[src/rtl/eth_tx_arbiter.sv]
// Frame-level arbiter that shares the MAC TX byte stream between the ARP reply
// generator and the UDP transmit path, with stall abort/flush and inter-frame gap.
module eth_tx_arbiter #(
  parameter int ARP_PRIORITY = 1,
  parameter int IFG_CYCLES   = 12,
  parameter int STALL_LIMIT  = 64
) (
  input  logic       clk_in,
  input  logic       rstn_in,
  input  logic [7:0] arp_tdata_in,
  input  logic       arp_tvalid_in,
  input  logic       arp_tlast_in,
  output logic       arp_tready_out,
  input  logic [7:0] udp_tdata_in,
  input  logic       udp_tvalid_in,
  input  logic       udp_tlast_in,
  output logic       udp_tready_out,
  output logic [7:0] mac_tdata_out,
  output logic       mac_tvalid_out,
  output logic       mac_tlast_out,
  output logic       mac_tuser_out,
  input  logic       mac_tready_in,
  output logic [1:0] grant_out,
  output logic [7:0] abort_cnt_out
);

  localparam logic [7:0]  IFG_LEN   = 8'(IFG_CYCLES);
  localparam logic [15:0] STALL_MAX = 16'(STALL_LIMIT);

  typedef enum logic [2:0] {
    S_IDLE  = 3'd0,
    S_ARP   = 3'd1,
    S_UDP   = 3'd2,
    S_ABORT = 3'd3,
    S_FLUSH = 3'd4,
    S_GAP   = 3'd5
  } state_t;

  state_t      state_reg, state_next;
  logic        owner_udp_reg, owner_udp_next;   // 1 = UDP owns the frame
  logic        rr_udp_reg, rr_udp_next;         // 1 = UDP was served last
  logic [15:0] stall_cnt_reg, stall_cnt_next;
  logic [7:0]  gap_cnt_reg, gap_cnt_next;
  logic [7:0]  abort_cnt_reg, abort_cnt_next;

  logic [7:0]  src_tdata;
  logic        src_tvalid;
  logic        src_tlast;
  logic        grant_udp;
  state_t      frame_end_state;

  assign src_tdata       = owner_udp_reg ? udp_tdata_in  : arp_tdata_in;
  assign src_tvalid      = owner_udp_reg ? udp_tvalid_in : arp_tvalid_in;
  assign src_tlast       = owner_udp_reg ? udp_tlast_in  : arp_tlast_in;
  assign frame_end_state = (IFG_LEN == 8'd0) ? S_IDLE : S_GAP;

  // Contention goes to ARP under fixed priority, otherwise to whoever was not served last.
  always_comb begin
    grant_udp = udp_tvalid_in;
    if (arp_tvalid_in && udp_tvalid_in)
      grant_udp = (ARP_PRIORITY == 0) ? !rr_udp_reg : 1'b0;
  end

  always_ff @(posedge clk_in or negedge rstn_in) begin
    if (!rstn_in) begin
      state_reg     <= S_IDLE;
      owner_udp_reg <= 1'b0;
      rr_udp_reg    <= 1'b0;
      stall_cnt_reg <= '0;
      gap_cnt_reg   <= '0;
      abort_cnt_reg <= '0;
    end else begin
      state_reg     <= state_next;
      owner_udp_reg <= owner_udp_next;
      rr_udp_reg    <= rr_udp_next;
      stall_cnt_reg <= stall_cnt_next;
      gap_cnt_reg   <= gap_cnt_next;
      abort_cnt_reg <= abort_cnt_next;
    end
  end

  always_comb begin
    state_next     = state_reg;
    owner_udp_next = owner_udp_reg;
    rr_udp_next    = rr_udp_reg;
    stall_cnt_next = stall_cnt_reg;
    gap_cnt_next   = gap_cnt_reg;
    abort_cnt_next = abort_cnt_reg;
    case (state_reg)
      S_IDLE: begin
        stall_cnt_next = '0;
        if (arp_tvalid_in || udp_tvalid_in) begin
          owner_udp_next = grant_udp;
          rr_udp_next    = grant_udp;
          state_next     = grant_udp ? S_UDP : S_ARP;
        end
      end
      S_ARP, S_UDP: begin
        // A completing tlast beat takes precedence over a stall abort.
        if (src_tvalid && mac_tready_in && src_tlast) begin
          state_next   = frame_end_state;
          gap_cnt_next = '0;
        end else if (stall_cnt_reg >= STALL_MAX) begin
          state_next = S_ABORT;
        end else begin
          stall_cnt_next = src_tvalid ? 16'd0 : stall_cnt_reg + 16'd1;
        end
      end
      S_ABORT: begin
        if (mac_tready_in) begin
          if (abort_cnt_reg != 8'hFF)
            abort_cnt_next = abort_cnt_reg + 8'd1;
          state_next = S_FLUSH;
        end
      end
      S_FLUSH: begin
        if (src_tvalid && src_tlast) begin
          state_next   = frame_end_state;
          gap_cnt_next = '0;
        end
      end
      S_GAP: begin
        gap_cnt_next = gap_cnt_reg + 8'd1;
        if (gap_cnt_reg == IFG_LEN - 8'd1)
          state_next = S_IDLE;
      end
      default: state_next = S_IDLE;
    endcase
  end

  always_comb begin
    mac_tdata_out  = 8'h00;
    mac_tvalid_out = 1'b0;
    mac_tlast_out  = 1'b0;
    mac_tuser_out  = 1'b0;
    arp_tready_out = 1'b0;
    udp_tready_out = 1'b0;
    grant_out      = 2'b00;
    case (state_reg)
      S_ARP, S_UDP: begin
        mac_tdata_out  = src_tdata;
        mac_tvalid_out = src_tvalid;
        mac_tlast_out  = src_tlast;
        arp_tready_out = !owner_udp_reg && mac_tready_in;
        udp_tready_out = owner_udp_reg && mac_tready_in;
        grant_out      = owner_udp_reg ? 2'b10 : 2'b01;
      end
      S_ABORT: begin
        mac_tvalid_out = 1'b1;
        mac_tlast_out  = 1'b1;
        mac_tuser_out  = 1'b1;
        grant_out      = owner_udp_reg ? 2'b10 : 2'b01;
      end
      S_FLUSH: begin
        arp_tready_out = !owner_udp_reg;
        udp_tready_out = owner_udp_reg;
        grant_out      = owner_udp_reg ? 2'b10 : 2'b01;
      end
      default: ;
    endcase
  end

  assign abort_cnt_out = abort_cnt_reg;

endmodule
[config.mk]
export PLATFORM = sky130hd
export DESIGN_NAME = eth_tx_arbiter
export DESIGN_NICKNAME = d
export VERILOG_FILES = /design/src/rtl/eth_tx_arbiter.sv
export SDC_FILE = /design/constraint.sdc
export NUM_CORES = 1
export LEC_CHECK = 0
export ABC_CLOCK_PERIOD_IN_PS = 1900
export BUFFER_PORTS_ARGS = -buffer_cell sky130_fd_sc_hd__buf_4
export CAP_MARGIN = 10
export CORE_AREA = 2 2 69 71
export CTS_CLUSTER_DIAMETER = 80
export DETAILED_ROUTE_END_ITERATION = 8
export DIE_AREA = 0 0 71 73
export HOLD_SLACK_MARGIN = 0.06
export PLACE_DENSITY = 0.75
export SLEW_MARGIN = 20
export SYNTH_ARGS = -nofsm -noshare
export SYNTH_HDL_FRONTEND = slang
export SYNTH_SLANG_ARGS = --single-unit
[constraint.sdc]
create_clock -name clk_in -period 1.9 [get_ports clk_in]
set_input_delay 0.38 -clock clk_in [delete_from_list [all_inputs] [get_ports clk_in]]
set_output_delay 0.38 -clock clk_in [all_outputs]
set_load 0.05 [all_outputs]
==> results summary, run 1 <==
The element type at the critical path end is an output pin. The area growth from synthesis to layout is 41.85%. The internal power contribution is 2528 uW. The final-report max-slew violation count is 0. The part of the total power dissipated in sequential elements came out at 22.1%. Following the worst setup path forward leads to its endpoint at udp_tready_out. The endpoint arrival time on the critical path is 1610 ps.

The switching share of total power is 48.33%. The sequential cell area fraction in the yosys report came out at 42.50%. The endpoint required time on the critical path came out at 1520 ps. The flip-flop count of the largest register, all copies and words added came out at 16. The category of the critical setup timing path is flop to output pin. 46 I/O pins were placed. The via count of the first global-routing pass came to 1966. In this run the critical register-to-register path is launched from state_reg[0]. The final number of setup-violating endpoints came out at 5. The number of standard cells after synthesis is 237. Ranked by total cell area, the synthesized netlist is headed by dfrtp_1 43%, nor2_1 5.8%, mux2i_1 4.7%. The final reports fail on negative setup slack.

The run finished, with violations left. The mean instance size in the synthesized netlist came out at 8.943 um^2. The width of the die is 71 um. The detailed placement HPWL is 3710 um. The clock latency on the worst-skew pair is 290 ps.

The total of buffers placed on input and output ports is 45. After clock tree synthesis, the clock-pin slew on the worst setup and hold paths is 80 ps. The warning count from the yosys run came out at 0.

The placeable core area is 0.004536 mm^2. The final hold violation count came to 0. Setup repair after global routing could not meet its margin everywhere. The depth of the worst register-to-register path came out at 6. The most critical setup path has its startpoint at state_reg[1]. The worst slack at placement is -1.160 ps. The count of maximum capacitance violations is 0.

The TritonCTS clock tree is done. The number of vias per cell came out at 5.660. Final hold analysis gives a worst-case slack of 337.4 ps. Once detail routing completed, the nets flagged for antenna violations numbered 0. The largest buffer count on any clock path came out at 2.

The global-route usage over all layers came out at 20.91%. The peak supply drop is 0.0009811 V. The analysis attributes to net switching a power of 2365 uW.

The per-cell routed wire length is 15.03 um. The relative contribution of the clock network to total power came out at 11.9%. Of all nets on the critical path, the largest fanout is 5. For the pin with the worst max-slew slack, the measured transition is 476.4 ps. The first global-routing pass estimated 8721 um of wire. The instance area at placement came out at 0.002655 mm^2. The number of nets in the finished design is 334. Summing every instance area after synthesis gives 0.002120 mm^2. The initial antenna violation count was 0. The met2 global-route usage came out at 36.03%. The chip height is 73 um. At the end of routability-driven placement, the weighted congestion stood at 0.8565.

The detailed-route DRC error count is 0. The die covers 0.005183 mm^2. The leftover overflow at the end of global routing is 0.

The total number of vias came out at 2049. The share of post-route cells with drive strength above 1 came out at 38.31%. The most frequent standard cell in the layout excluding fill and tap cells is buf_4. The class of the worst hold path is input port to flop. The completed layout was analyzed and its total power is 4893 uW. The post-synthesis net count came out at 264. In the post-route analysis, the smallest setup slack over all paths is -93.18 ps. The portion of synthesized cell area occupied by the leading cell type is 42.50%. The cell area power density came out at 1627 mW/mm^2. In the layout the commonest cells are 52 x buf_4, 31 x dfrtp_1, 23 x nor2_1. The TritonCTS buffer count came out at 5. The maximum number of pins on one net before global-route repair is 37.

The met1 layer usage reported by global route came out at 26.65%. The clock arrives with 6.796 ps of skew. The busiest layer in global routing is met2. STA classifies the critical path startpoint as a flop.

The floorplan has 25 rows. The share of flip-flops with an asynchronous set or reset came out at 100.0%. The count of routing violations after the opening detailed-route iteration came out at 97.

In the synthesized netlist the dominant register cell turns out to be dfrtp_1. Synthesis instantiated 49 different standard cells from the library. The clock drives 36 sinks. The H-tree depth came out at 2. The fmax is 501.7 MHz.

Clock tree synthesis selected as its root buffer the cell clkbuf_8. The flop and latch count out of synthesis is 36. The number of enable flip-flop cells after synthesis came out at 0. The worst slew margin relative to its limit is 68.10%. In this run, the combinational gates consume 66.0% of the power.

Across all register-to-register paths, the minimum setup slack is -40 ps. The number of diodes is 0. The share of the cycle needed by the critical path after routing came out at 104.9%. The post-route minimum period is 1993 ps. After routing the design area is 0.003007 mm^2. The worst register-to-register path ends at gap_cnt_reg[5]. For this configuration, the core starts out at a cell density of 46.73%. The number of detailed-route iterations in the first pass came out at 4. The total wire length is 5442 um. The leakage dissipation came out at 0.001409 uW. The fraction of met3 tracks used by global routing came out at 4.420%. The top cell type by total area after synthesis is dfrtp_1.
worst min path at each step:
stage                  startpoint          endpoint  slack (ps)  depth (start not counted)
finish              arp_tvalid_in     owner_udp_reg         340                          2
global route        arp_tvalid_in     owner_udp_reg         340                          2
CTS                 arp_tvalid_in     owner_udp_reg         320                          2
detailed placement        rstn_in    gap_cnt_reg[3]         370                          1
global placement          rstn_in    gap_cnt_reg[3]         370                          1
floorplan                 rstn_in  abort_cnt_out[0]          80                          0
per-stage QoR:
stage	std cells	TNS, ps	util [%]
6_report	362	-226.0	66.29
5_1_grt	362	-1398	66.29
4_1_cts	359	-322.8	62.46
3_5_place_dp	347	-1.160	58.54
3_3_place_gp	347	0	58.54
2_1_floorplan	237	-1488	-
critical path: stages, from the launching register on:
cell and delay (ps):
dfrtp_2 450, buf_6 140, nand2b_4 150, o22a_4 280, nor2b_4 130, buf_6 160
Yosys cell counts (all sizes together) (2+ instances only):
master and count:
xor2 6, nor4 3, or4 3, nand4b 2
nor2 34, buf 5, nor3 6, xnor2 3
mux2i 10, nand4 6, o21ai 18, nand3 14
clkbuf 3, nor3b 2, o22ai 2, or3 2
nand2b 4, a41oi 3, a21oi 10, o31ai 6
and3 6, a31oi 5, dfrtp 36, nand2 15
nor2b 4, ha 4, a2bb2oi 2, inv 8
metal layers:
layer	routed length (um)	part of all wire, %
met1	2284	42
met2	2893	53
met3	183	3.4
met4	80	1.5
met5	0	0
cell type report:
cell class | instances | area [um^2]
clock buffers | 6 | 82.58
clock inverters | 2 | 13.76
fillers | 353 | 1529
inverters | 8 | 30.03
multi-input cells | 185 | 1303
flip-flops and latches | 36 | 907.1
well taps | 54 | 67.56
repair buffers | 71 | 603.1
cells by family (layout without fill, tap and decap cells):
kind of cell | Yosys count | count (layout) | synth area share (%)
AOI/OAI and AO/OA | 54 | 54 | 16.47
buffers and inverters | 16 | 87 | 3.187
adders and majority gates | 5 | 5 | 2.834
muxes | 10 | 10 | 4.723
and+or+nand+nor | 107 | 107 | 26.56
xor gates and xnor gates | 9 | 9 | 3.719
DFF | 36 | 36 | 42.50
power by group through the flow:
stage	combinational [uW]	sequential, uW	clock (uW)
finish	3230	1080	582
global route	3440	1100	642
CTS	2840	1060	603
detailed placement	2680	1070	0
global placement	2650	1060	0
floorplan	1730	1130	0
repair_timing:
action,in CTS,in global routing
endpoints found under the setup margin,15,22
pin swaps,5,10
resized for setup,12,39
endpoints found under the hold margin,36,0
hold buffers,1,0
setup buffers,3,3
No activity file was read; power rests on OpenSTA's default activity.
==> run 2: changes to the inputs <==
==> constraint.sdc (replaced) <==
create_clock -name clk_in -period 1.9 [get_ports clk_in]
set_input_delay 0.38 -clock clk_in [delete_from_list [all_inputs] [get_ports clk_in]]
set_output_delay 0.38 -clock clk_in [all_outputs]
set_load 0.1 [all_outputs]
==> run 2 against run 1 <==
Against the previous run:
- the run still ends with negative setup slack left
- clock power rose by 17%
- clock-buffer cell count fell by 1
- cell count rose by 3.9%
- worst hold slack improved by 0.79 ps
- global-route usage rose by 3.2 points
- die area did not move
- via count rose by 7.2%
- sequential share of layout area fell by 3.4 points
- clock skew fell by 2.1 ps
- register-to-register slack improved by 40 ps
==> results summary, run 2 (synthesized netlist as in run 1, its figures left out) <==
The run finished, with violations left. The checks that failed: negative setup slack. The worst setup path is launched from a flop.

The number of clock sinks was 36 (unchanged). The setup total negative slack came to -959.3 ps (-733.3 ps). The instance area at placement is 0.002826 mm^2 (+6.5%). The detailed-route DRC error count came to 0 (unchanged).

The total of buffers placed on input and output ports is 45 (unchanged). The flip-flop count of the largest register, all copies and words added came out at 16 (unchanged). The switching share of total power came out at 51.12% (+2.8 points). The maximum fanout along the worst path came to 3 (-2).

The starting density of the core came out at 46.73% (unchanged). The wire length of the first global-routing pass came to 9908 um (+14%). The leftover overflow at the end of global routing was 0 (unchanged).

The number of vias per cell came out at 5.840 (+3.2%). The share of post-route cells with drive strength above 1 is 45.65% (+7.3 points). The internal power contribution came out at 3284 uW (+30%). The clock latency on the worst-skew pair was 290 ps (about the same). The count of routing violations after the opening detailed-route iteration came to 101 (+4.1%). The total wire length came out at 6341 um (+17%). The growth of design area from synthesis to finish came out at 61.92%. TritonCTS built the clock tree. The final number of setup-violating endpoints was 14 (+9).

The die outline area came out at 0.005183 mm^2 (unchanged). The number of core rows came out at 25 (unchanged). The worst slew margin relative to its limit is 68.85% (+0.74 points). The relative contribution of the clock network to total power came out at 10.1% (-1.8 points). The final weighted congestion in routability-driven placement came out at 0.7742 (-9.6%).

The maximum number of pins on one net before global-route repair is 37 (unchanged). The worst setup path is captured at an output pin. The detailed placement HPWL is 3744 um (+0.92%). The CTS clock-pin slew for the worst setup and hold paths is 80 ps (about the same).

The post-route minimum period is 2018 ps (+24.38 ps). The largest buffer count on any clock path came out at 2 (unchanged). The number of nets in the finished design came out at 348 (+4.2%). The worst slack at placement is -56.49 ps (-55.33 ps). The per-cell routed wire length is 16.86 um (+12%).

The peak supply drop is 0.001695 V (+73%). The number of detailed-route iterations in the first pass is 5 (+1). The endpoint required time on the critical path is 1520 ps (about the same). The count of maximum capacitance violations is 0 (unchanged). The switching power came out at 3435 uW (+45%). The placeable core area is 0.004536 mm^2 (unchanged). The final antenna-violating net count came out at 0 (unchanged). The via count of the first global-routing pass came out at 2156 (+9.7%). The placed cell count was 351 (+1.2%). The final instance count without filler cells is 376 (+3.9%). The clock root buffer is clkbuf_8. The area of all placed cells without fillers came out at 0.003432 mm^2 (+14%). The global-route usage over all layers came out at 24.07% (+3.2 points). The chip height came to 73 um (unchanged).

The endpoint arrival time on the critical path is 1640 ps (+30 ps). The slew of the pin with the lowest slew margin came out at 467.3 ps (-9.066 ps). The most frequent standard cell in the layout excluding fill and tap cells is buf_4. The final-layout fill cell count was 285 (-19%). Setup repair after global routing could not meet its margin everywhere. The largest clock skew in the final design was 4.701 ps (-2.094 ps). The share of the cycle needed by the critical path after routing is 106.2% (+1.3 points). The fmax came out at 495.6 MHz (-1.2%).

The tightest min-delay check is of the input port to flop type. The width of the die is 71 um (unchanged). The H-tree depth is 2 (unchanged). The final hold violation count came to 0 (unchanged). The cell area power density is 1958 mW/mm^2 (+20%). The part of the total power dissipated in sequential elements is 16.1% (-6.0 points). The I/O pin total came out at 46 (unchanged). The initial antenna violation count came out at 0 (unchanged). The number of diodes came to 0 (unchanged).

The total number of vias came to 2196 (+7.2%). The relative contribution of combinational cells to total power is 73.7% (+7.7 points). The final-report max-slew violation count is 0 (unchanged). The worst setup path is of the flop to output pin kind.

The leakage dissipation was 0.001523 uW (+8.0%). The TritonCTS buffer count is 5 (unchanged). The slack of the critical path came out at -117.6 ps (-24.38 ps). The library cells used most frequently in the layout, excluding fill and tap cells, are 61 x buf_4, 26 x dfrtp_1, 22 x nor2_1.
[run 2: repair_timing]
item / CTS / global route
resized for setup: 56 / 24
setup buffers: 10 / 7
hold endpoints to repair: 31 / 0
endpoints found under the setup margin: 24 / 27
pin swaps: 6 / 14
hold buffers: 1 / 0
[run 2: area by class of cell]
type	instances	area, um^2	share of cell area (%)
Multi-Input combinational cell	185	1425	41.52
Inverter	8	33.78	0.9843
Clock buffer	5	68.82	2.005
Clock inverter	3	42.54	1.240
Sequential cell	36	918.4	26.76
Timing Repair Buffer	85	875.8	25.52
Tap cell	54	67.56	1.969
[run 2: through the flow]
step	total power, uW	util, %	hold WS [ps]
3_5_place_dp	4832	62.32	365.3
5_1_grt	7009	75.67	338.7
6_report	6719	75.67	338.2
2_1_floorplan	3979	-	84.41
3_3_place_gp	4803	62.32	364.3
4_1_cts	6292	72.06	327.5
[run 2: worst paths after layout]
path                                  start          endpoint  slack [ps]  cells after the start
max in group asynchronous           rstn_in  abort_cnt_out[1]         960                      2
hold / removal                arp_tvalid_in     owner_udp_reg         340                      2
min in group asynchronous           rstn_in  stall_cnt_reg[7]         570                      2
setup / recovery               state_reg[0]    udp_tready_out        -120                      5
hold reg to reg            abort_cnt_out[7]  abort_cnt_out[7]         490                      1
setup reg to reg               state_reg[0]    gap_cnt_reg[5]           0                      7
[run 2: per-layer routing]
metal	wire length [um]	global-route usage [%]	up-vias	part of all wire, %
met5	0	0	-	0
met4	161	8.386	0	2.5
met3	425	5.525	16	6.7
met2	3184	42.16	99	50
met1	2570	29.21	1048	41
li1	-	-	1033	-
[run 2: power by group through the flow]
stage,Sequential (uW),Combinational (uW),Clock [uW]
final,1080,4950,681
after global routing,1110,5190,713
after CTS,1070,4540,682
after detailed placement,1070,3760,0
after global placement,1070,3740,0
after floorplan,1250,2730,0
[run 2: worst max-delay path, cell delays in order (launching register included)]
cell and delay, ps:
dfrtp_1 420, xor2_2 220, nand2_2 120, o22a_4 260
nor2b_4 140, buf_12 180
==> run 3: changes to the inputs <==
==> config.mk (replaced) <==
export PLATFORM = sky130hd
export DESIGN_NAME = eth_tx_arbiter
export DESIGN_NICKNAME = d
export VERILOG_FILES = /design/src/rtl/eth_tx_arbiter.sv
export SDC_FILE = /design/constraint.sdc
export NUM_CORES = 1
export LEC_CHECK = 0
export ABC_CLOCK_PERIOD_IN_PS = 2400
export BUFFER_PORTS_ARGS = -buffer_cell sky130_fd_sc_hd__buf_4
export CAP_MARGIN = 10
export CORE_AREA = 2 2 66 68
export CTS_BUF_LIST = sky130_fd_sc_hd__clkbuf_16
export CTS_CLUSTER_DIAMETER = 80
export DETAILED_ROUTE_END_ITERATION = 8
export DIE_AREA = 0 0 68 70
export HOLD_SLACK_MARGIN = 0.06
export PLACE_DENSITY = 0.78
export SLEW_MARGIN = 20
export SYNTH_ARGS = -nofsm -noshare
export SYNTH_HDL_FRONTEND = slang
export SYNTH_SLANG_ARGS = --single-unit
==> constraint.sdc (replaced) <==
create_clock -name clk_in -period 2.4 [get_ports clk_in]
set_input_delay 0.48 -clock clk_in [delete_from_list [all_inputs] [get_ports clk_in]]
set_output_delay 0.48 -clock clk_in [all_outputs]
set_load 0.1 [all_outputs]
==> run 3 against run 2 <==
Against the previous run:
- register-to-register slack improved by 370 ps
- the run now ends clean
- die area fell by 8.2%
- largest power group unchanged
- clock power fell by 12%
==> results summary, run 3 (synthesized netlist as in run 1, its figures left out) <==
The worst register-to-register path begins at state_reg[0]. The TritonCTS clock tree is done. The internal power contribution is 1755 uW (-47%).

The setup path with the least slack is of type flop to output pin. The relative contribution of the clock network to total power is 15.0% (+4.9 points). The placeable core area came out at 0.004144 mm^2 (-8.6%).

The largest buffer count on any clock path came out at 2 (unchanged). Compared with the post-synthesis result, the final layout area differs by 27.27%. The endpoint arrival time on the critical path is 1780 ps (+140 ps). The final antenna-violating net count came out at 0 (unchanged).

The flip-flop count of the largest register, all copies and words added is 16 (unchanged). The switching share of total power was 56.14% (+5.0 points). The global-route usage over all layers is 22.36% (-1.7 points).

The delay of the slowest cell on the worst path is 380 ps (-40 ps). The largest clock skew in the final design came to 5.142 ps (+0.4409 ps). The worst slew margin relative to its limit came out at 52.09% (-17 points). The endpoint required time on the critical path came out at 1920 ps (+400 ps). The number of detailed-route iterations in the first pass came out at 4 (-1). The detailed placement HPWL is 3677 um (-1.8%). The final-layout fill cell count is 343 (+20%). The run finished with clean final reports.

The utilization after layout is 65.10% (-11 points). The H-tree depth came to 2 (unchanged). The worst slack at placement is 378.6 ps (+435.1 ps). The leakage dissipation is 0.001301 uW (-15%).

STA classifies the critical path endpoint as an output pin. The maximum number of pins on one net before global-route repair came out at 37 (unchanged). Walking the worst path, the cells encountered are buf_4 > nor2_1 > nor2_1 > nor3b_2 > buf_4. The via count of the first global-routing pass is 1847 (-14%). Leaving out fill and tap cells, the most frequent cell in the layout is buf_4. The fmax came out at 442.5 MHz. In the layout the commonest cells are 52 x buf_4, 35 x dfrtp_1, 32 x nor2_1. The width of the die is 68 um (-4.2%). The switching power was 2246 uW (-35%). The leftover overflow at the end of global routing came out at 0 (unchanged).

The die outline area came out at 0.004760 mm^2 (-8.2%). The total of hold buffers inserted after clock tree synthesis came to 0 (-1). The detailed-route DRC error count is 0 (unchanged). The per-cell routed wire length came out at 14.87 um (-12%).

The number of vias per cell is 5.871 (+0.52%). The count of maximum capacitance violations is 0 (unchanged). The count of buffer and inverter cells on the critical path is 2 (+1).

The slack of the critical path is 140.2 ps (+257.8 ps). The slew of the pin with the lowest slew margin came out at 717.2 ps (+250.0 ps). The clock root buffer is clkbuf_16.

The clock latency on the worst-skew pair was 280 ps (about the same). The cell area power density was 1483 mW/mm^2 (-24%). The share of post-route cells with drive strength above 1 came to 24.65% (-21 points). The path class of the tightest hold or removal check is input port to asynchronous set/reset pin.

The share of the cycle needed by the critical path after routing is 94.16%. The peak supply drop was 0.0009018 V (-47%). The total number of vias is 1996 (-9.1%). The total of buffers placed on input and output ports came to 45 (unchanged). The wire length of the first global-routing pass is 8211 um (-17%). Setup repair after global routing left no endpoint under its margin. The count of routing violations after the opening detailed-route iteration is 100 (-0.99%). The worst setup path is launched from a flop. The I/O pin total is 46 (unchanged).

The smallest clock period supported by the final layout is computed as 2260 ps. The final hold violation count is 0 (unchanged). The critical path starts at state_reg[1]. The total wire length came to 5055 um (-20%).

The CTS clock-pin slew for the worst setup and hold paths is 50 ps (-30 ps). The slowest stage cell on the critical path is dfrtp_1. The chip height was 70 um (-4.1%). The maximum fanout along the worst path is 14 (+11). The relative contribution of combinational cells to total power came out at 63.4% (-10 points). The starting density of the core came to 51.15% (+4.4 points).

The final number of setup-violating endpoints is 0 (-14). The number of clock sinks came to 36 (unchanged). The final-report max-slew violation count came out at 0 (unchanged). The TritonCTS buffer count is 5 (unchanged). The final weighted congestion in routability-driven placement was 0.8313 (+7.4%).

The initial antenna violation count came out at 0 (unchanged). The number of diodes was 0 (unchanged). The cell family contributing the most delay on the critical path is simple AND/OR/NAND/NOR gates. The number of core rows came out at 24 (-4.0%).

The part of the total power dissipated in sequential elements is 21.6% (+5.5 points). The number of nets in the finished design came to 315 (-9.5%).
[run 3: worst paths after layout]
path / end / slack, ps / cells after the start
setup / recovery: grant_out[1] / 140 / 5
hold / removal: stall_cnt_reg[0] / 150 / 1
setup reg to reg: gap_cnt_reg[6] / 370 / 6
hold reg to reg: stall_cnt_reg[5] / 510 / 1
max in group asynchronous: state_reg[2] / 1900 / 1
min in group clk_in: owner_udp_reg / 460 / 2
[run 3: metal layers]
| metal | routed length (um) | track usage [%] |
|---|---|---|
| met1 | 2198 | 29.35 |
| met2 | 2438 | 35.49 |
| met3 | 333 | 5.314 |
| met4 | 85 | 8.000 |
| met5 | 0 | 0 |
[run 3: power by group through the flow]
stage          logic, uW  registers (uW)  clock network, uW
6_report            2540             863                600
5_1_grt             2700             884                635
4_1_cts             2540             857                608
3_5_place_dp        2530             865                  0
3_3_place_gp        2510             860                  0
2_1_floorplan       1860             967                  0
[run 3: worst register-to-register path, cell delays in order (launching register included)]
cell     delay (ps)
dfrtp_1         390
buf_4           180
or3b_1          370
a22oi_2         210
nor2_2          130
or4_1           510
a21oi_1         160
[run 3: area by class of cell]
class / count / area [um^2] / area share (%)
clock inverter: 2 / 8.758 / 0.3247
clock buffer: 5 / 125.1 / 4.638
timing repair buffer: 52 / 390.4 / 14.47
tap: 52 / 65.06 / 2.412
inverter: 8 / 32.53 / 1.206
multi-input combinational: 185 / 1174 / 43.51
sequential: 36 / 902.1 / 33.44
[run 3: what timing repair did]
action | 4_1_cts | 5_1_grt
resized for setup | 0 | 2
setup endpoints to repair | 0 | 8
setup buffers | 0 | 0
[run 3: through the flow]
stage               hold WS (ps)  setup TNS [ps]  area, um^2  std cells  total power, uW
floorplan                  184.4           -3907        2142        237             2832
global placement           470.2               0        2560        333             3369
detailed placement         465.6               0        2560        333             3394
CTS                        173.5               0        2694        340             4000
global route               192.2               0        2698        340             4218
finish                     148.6               0        2698        340             4001
